## src/rtl/muldiv_unit.sv

```systemverilog
// Iterative RV32M multiply/divide unit: 32-cycle shift-add / restoring divide on magnitudes.
// Fixed latency: done pulses in the 34th cycle after the accept edge; start while busy is ignored.
module muldiv_unit (
  input  logic        clk,
  input  logic        rst_n,
  input  logic        start,
  input  logic [2:0]  muldiv_op,
  input  logic [31:0] rs1,
  input  logic [31:0] rs2,
  input  logic        kill,
  output logic        busy,
  output logic        done,
  output logic [31:0] result
);

  typedef enum logic [1:0] {IDLE, CALC, FIN} state_t;

  state_t      state;
  logic [2:0]  op;
  logic [5:0]  cnt;
  logic [31:0] mag_a;
  logic [31:0] mag_b;
  logic        neg_a;
  logic        neg_b;
  logic [63:0] prod;
  logic [31:0] rem;
  logic [31:0] quo;

  // Operand signedness decoded from the incoming funct3
  logic        sign_a_in;
  logic        sign_b_in;
  logic        neg_a_in;
  logic        neg_b_in;
  logic [31:0] mag_a_in;
  logic [31:0] mag_b_in;

  always_comb begin
    sign_a_in = !(muldiv_op == 3'b011 || muldiv_op == 3'b101 || muldiv_op == 3'b111);
    sign_b_in = (muldiv_op == 3'b000 || muldiv_op == 3'b001 ||
                 muldiv_op == 3'b100 || muldiv_op == 3'b110);
    neg_a_in  = sign_a_in & rs1[31];
    neg_b_in  = sign_b_in & rs2[31];
    mag_a_in  = neg_a_in ? (~rs1 + 32'd1) : rs1;
    mag_b_in  = neg_b_in ? (~rs2 + 32'd1) : rs2;
  end

  // One iteration of each datapath; both advance every CALC cycle, op picks the result
  logic [32:0] mul_sum;
  logic [32:0] div_tmp;
  logic [32:0] div_sub;
  logic        div_ge;

  always_comb begin
    mul_sum = {1'b0, prod[63:32]} + (prod[0] ? {1'b0, mag_a} : 33'd0);
    div_tmp = {rem, quo[31]};
    div_sub = div_tmp - {1'b0, mag_b};
    div_ge  = (div_tmp >= {1'b0, mag_b});
  end

  logic [63:0] prod_fix;
  logic [31:0] quo_fix;
  logic [31:0] rem_fix;
  logic [31:0] res_sel;

  always_comb begin
    prod_fix = (neg_a ^ neg_b) ? (~prod + 64'd1) : prod;
    quo_fix  = (neg_a ^ neg_b) ? (~quo + 32'd1) : quo;
    rem_fix  = neg_a ? (~rem + 32'd1) : rem;
    res_sel  = 32'd0;
    case (op)
      3'b000:                 res_sel = prod_fix[31:0];
      3'b001, 3'b010, 3'b011: res_sel = prod_fix[63:32];
      // A zero divisor yields all-ones quotient regardless of dividend sign
      3'b100, 3'b101:         res_sel = (mag_b == 32'd0) ? 32'hFFFF_FFFF : quo_fix;
      default:                res_sel = rem_fix;
    endcase
  end

  always_ff @(posedge clk or negedge rst_n) begin
    if (!rst_n) begin
      state  <= IDLE;
      op     <= 3'd0;
      cnt    <= 6'd0;
      mag_a  <= 32'd0;
      mag_b  <= 32'd0;
      neg_a  <= 1'b0;
      neg_b  <= 1'b0;
      prod   <= 64'd0;
      rem    <= 32'd0;
      quo    <= 32'd0;
      busy   <= 1'b0;
      done   <= 1'b0;
      result <= 32'd0;
    end else begin
      done <= 1'b0;
      if (kill) begin
        state <= IDLE;
        busy  <= 1'b0;
      end else begin
        case (state)
          IDLE: begin
            if (start) begin
              op    <= muldiv_op;
              mag_a <= mag_a_in;
              mag_b <= mag_b_in;
              neg_a <= neg_a_in;
              neg_b <= neg_b_in;
              cnt   <= 6'd0;
              prod  <= {32'd0, mag_b_in};
              rem   <= 32'd0;
              quo   <= mag_a_in;
              busy  <= 1'b1;
              state <= CALC;
            end
          end
          CALC: begin
            prod <= {mul_sum, prod[31:1]};
            if (div_ge) begin
              rem <= div_sub[31:0];
              quo <= {quo[30:0], 1'b1};
            end else begin
              rem <= div_tmp[31:0];
              quo <= {quo[30:0], 1'b0};
            end
            cnt <= cnt + 6'd1;
            if (cnt == 6'd31) state <= FIN;
          end
          FIN: begin
            result <= res_sel;
            done   <= 1'b1;
            busy   <= 1'b0;
            state  <= IDLE;
          end
          default: begin
            state <= IDLE;
            busy  <= 1'b0;
          end
        endcase
      end
    end
  end

endmodule

```

## config.mk

```make
export PLATFORM = sky130hd
export DESIGN_NAME = muldiv_unit
export DESIGN_NICKNAME = d
export VERILOG_FILES = /design/src/rtl/muldiv_unit.sv
export SDC_FILE = /design/constraint.sdc
export NUM_CORES = 1
export LEC_CHECK = 0
export BUFFER_PORTS_ARGS = -buffer_cell sky130_fd_sc_hd__buf_2
export CORE_MARGIN = 2
export CORE_UTILIZATION = 40
export CTS_CLUSTER_SIZE = 10
export DETAILED_ROUTE_END_ITERATION = 8
export SETUP_SLACK_MARGIN = 0.02
export SKIP_LAST_GASP = 1
export SYNTH_ARGS = -nofsm -noshare
export SYNTH_HDL_FRONTEND = slang
export SYNTH_SLANG_ARGS = --single-unit
export TNS_END_PERCENT = 30
```

## constraint.sdc

```tcl
create_clock -name clk -period 8 [get_ports clk]
set_input_delay 2.4 -clock clk [delete_from_list [all_inputs] [get_ports clk]]
set_output_delay 2.4 -clock clk [all_outputs]
set_load 0.01 [all_outputs]
```

==> run summary <==
status = complete, no violations
M1 WL = 26.6 mm
ranking of synthesized cells by area = dfrtp_1 (34%), o21ai_0 (6.2%), xor2_1 (6.1%)
dominant synthesized flop cell = dfrtp_1
most frequent CP cell = or4_1
FP Rows = 76
clock sinks = 239
Synth area leader = dfrtp_1
Skew-Pair Late Insertion Delay = 0.58 ns
initial antenna violation count = 2
relative slew slack = 14.0%
Tmin final = 5.22 ns
GPL Wtd Cong = 0.954
Pins Over Slew Limit = 0
vias = 16140
Cell Area, Synth = 17400 sq um
cell family with most CP delay = simple AND/OR/NAND/NOR gates
setup tns final = 0 ns
CP bufs+invs = 1
CTS H-tree lvls = 1
antenna fix cells = 0
area grow syn2layout = 11.7%
post-place setup slack = 2.27 ns
Setup WS post-layout = 2.78 ns
met3 WL post-DR = 4.50 mm
largest net degree at the start of global routing = 129
NumNets Final = 2308
CP required = 8.46 ns
Clock transition at path regs = 0.05 ns
clock buffer depth = 3
CP Cell Sequence = buf_2 > or4_1 > or3_1 > or4_1 > nor4_1 > nand2_1 > o21ai_0 > xor2_1 > a21oi_1 > a21o_1
Post-synth top cells = dfrtp_1 (239), nand2_1 (230), o21ai_0 (216)
Startpoint Class = input port
crit path DAT = 5.68 ns
die height = 212 um
adder-cell share of the synthesized area = 5.27%
GRT Util Overall = 25.6%
synth unique cells = 72
Setup violations, final = 0
post-synth top area share = 34.4%
input/output buffers = 104
hpwl dp = 43.3 mm
CTS tree = built
mean cell area of the mapped netlist = 8.21 sq um
CORE AREA = 43000 sq um
highest routed layer = met4
Worst Clk Skew = 0.0113 ns
die area = 45100 sq um
most numerous cell in the Yosys netlist = dfrtp_1
reg-to-reg setup timing slack = 3.56 ns
post-CTS sizing = 0
Post-Syn Instances = 2116
main combinational cell family by area after synthesis = compound AO/OA/AOI/OAI gates
leakage power = 8.83 nW
First DRT Iteration DRCs = 1623
# hold bufs at CTS = 0
remaining global-route overflow = 0
clk root buf = clkbuf_16
Max Fclk = 192 MHz
final worst path period share = 65.2%
slowest CP cell = nor4_1
layout cells sized above 1 = 8.77%
power per standard cell area = 311 nW/um^2
Synth Area in XOR/XNOR = 11.5%
vias per inst = 5.84
first-pass GRT wire length = 89.4 mm
Setup Crit Path Kind = input port to register
drt first pass iters = 7
Yosys reg bits = 239
Worst setup EP type = register
Post-Layout Cell Count = 2762
Placed Area = 18500 sq um
vias in the first global route = 15287
# DRC = 0
Ys Warns = 0
initial core utilization = 40.4%
ys async rst share = 100%
sequential fraction of the synthesis area = 34.4%
Compound-Gate Fraction of Synth Area = 25.8%
Num CTS Buffers = 30
Max-cap violations = 0
Max VDD drop = 0.178 mV
Routed WL = 57.8 mm
post-CTS setup buffers = 0
Simple-Gate Fraction of Synth Area = 17.8%
final hold vios = 0
slowest stage delay, CP = 0.89 ns
Total Power = 6.03 mW
WL per Instance = 20.9 um
met2 wire length = 25.4 mm
Post-synth EDFFs = 0
Worst Hold Class = register to register
Tightest Pin Transition = 1.29 ns
Mapped Nets = 2259
RSZ-0062 raised after global routing = false
Antenna Nets Post-Route = 0
# IOs = 105
fin area = 19400 sq um
Placed Instances = 2718
CP max FO = 7
multiplexer share of the synthesized area = 1.15%
die width = 212 um
==> state kept, by name, indices dropped and copies added (netlist names) <==
register	flops
mag_a	32
rem	32
done	1
neg_a	1
mag_b	32
result	32
busy	1
prod	64
op	3
quo	32
cnt	6
neg_b	1
state	2
==> path summary, 6_finish.rpt <==
kind / from / endpoint / depth (start not counted)
setup / recovery: rs2[9] / prod[28] / 10
hold / removal: mag_a[11] / mag_a[11] / 1
setup reg to reg: prod[3] / result[27] / 10
hold reg to reg: mag_a[11] / mag_a[11] / 1
max in group asynchronous: rst_n / prod[59] / 2
min in group asynchronous: rst_n / prod[30] / 1
==> power by group <==
part	internal, mW	switching (mW)
Clock	0.814	0.531
Sequential	1.44	0.422
Combinational	1.14	1.69
==> cells in the final DEF, fill, tap and decap left out, types with 14 or more instances in the layout <==
master	Yosys	final
o41ai_1	16	16
inv_1	69	69
o21a_1	14	14
xor2_1	121	120
nor3_1	45	45
nand2_1	230	230
o21ai_0	216	216
or3_1	28	28
ha_1	70	70
nor4_1	22	22
buf_4	0	24
a21o_1	74	74
nand3_1	19	19
a31oi_1	27	27
or4_1	15	15
nor2_1	195	194
mux2i_1	20	20
clkbuf_16	0	31
buf_2	3	103
a21oi_1	171	171
dfrtp_1	239	239
o31ai_1	34	34
o22ai_1	22	22
nand2b_1	15	14
a211oi_1	15	15
a221o_1	26	26
xnor2_1	107	106
and2_1	40	40
a221oi_1	14	14
==> cell families (layout without fill, tap and decap cells) <==
kind of cell / Yosys count / in the layout
compound gates: 709 / 709
simple gates: 665 / 665
flops: 239 / 239
xor+xnor: 228 / 228
buf+inv: 183 / 244
fa+ha+maj: 72 / 72
mux: 20 / 20
==> metal layers <==
| layer | vias up | GRT usage, % |
|---|---|---|
| li1 | 7693 | - |
| met1 | 7810 | 36.8 |
| met2 | 553 | 39.7 |
| met3 | 84 | 4.62 |
| met4 | 0 | 6.32 |
| met5 | - | 0 |
==> stage by stage <==
step / util, % / hold WS (ns)
5_1_grt: 45.1 / 0.484
3_3_place_gp: 43.0 / 0.455
6_report: 45.1 / 0.467
4_1_cts: 45.1 / 0.471
3_5_place_dp: 43.0 / 0.458
2_1_floorplan: - / 0.442
==> cell type report <==
class,count,area (sq um)
tap,585,732
sequential,239,5980
inverter,71,267
clock buffer,39,836
timing repair buffer,129,731
multi-input combinational,1694,10800
fill,4285,23600
clock inverter,5,103
(Power assumes the default switching activity.)
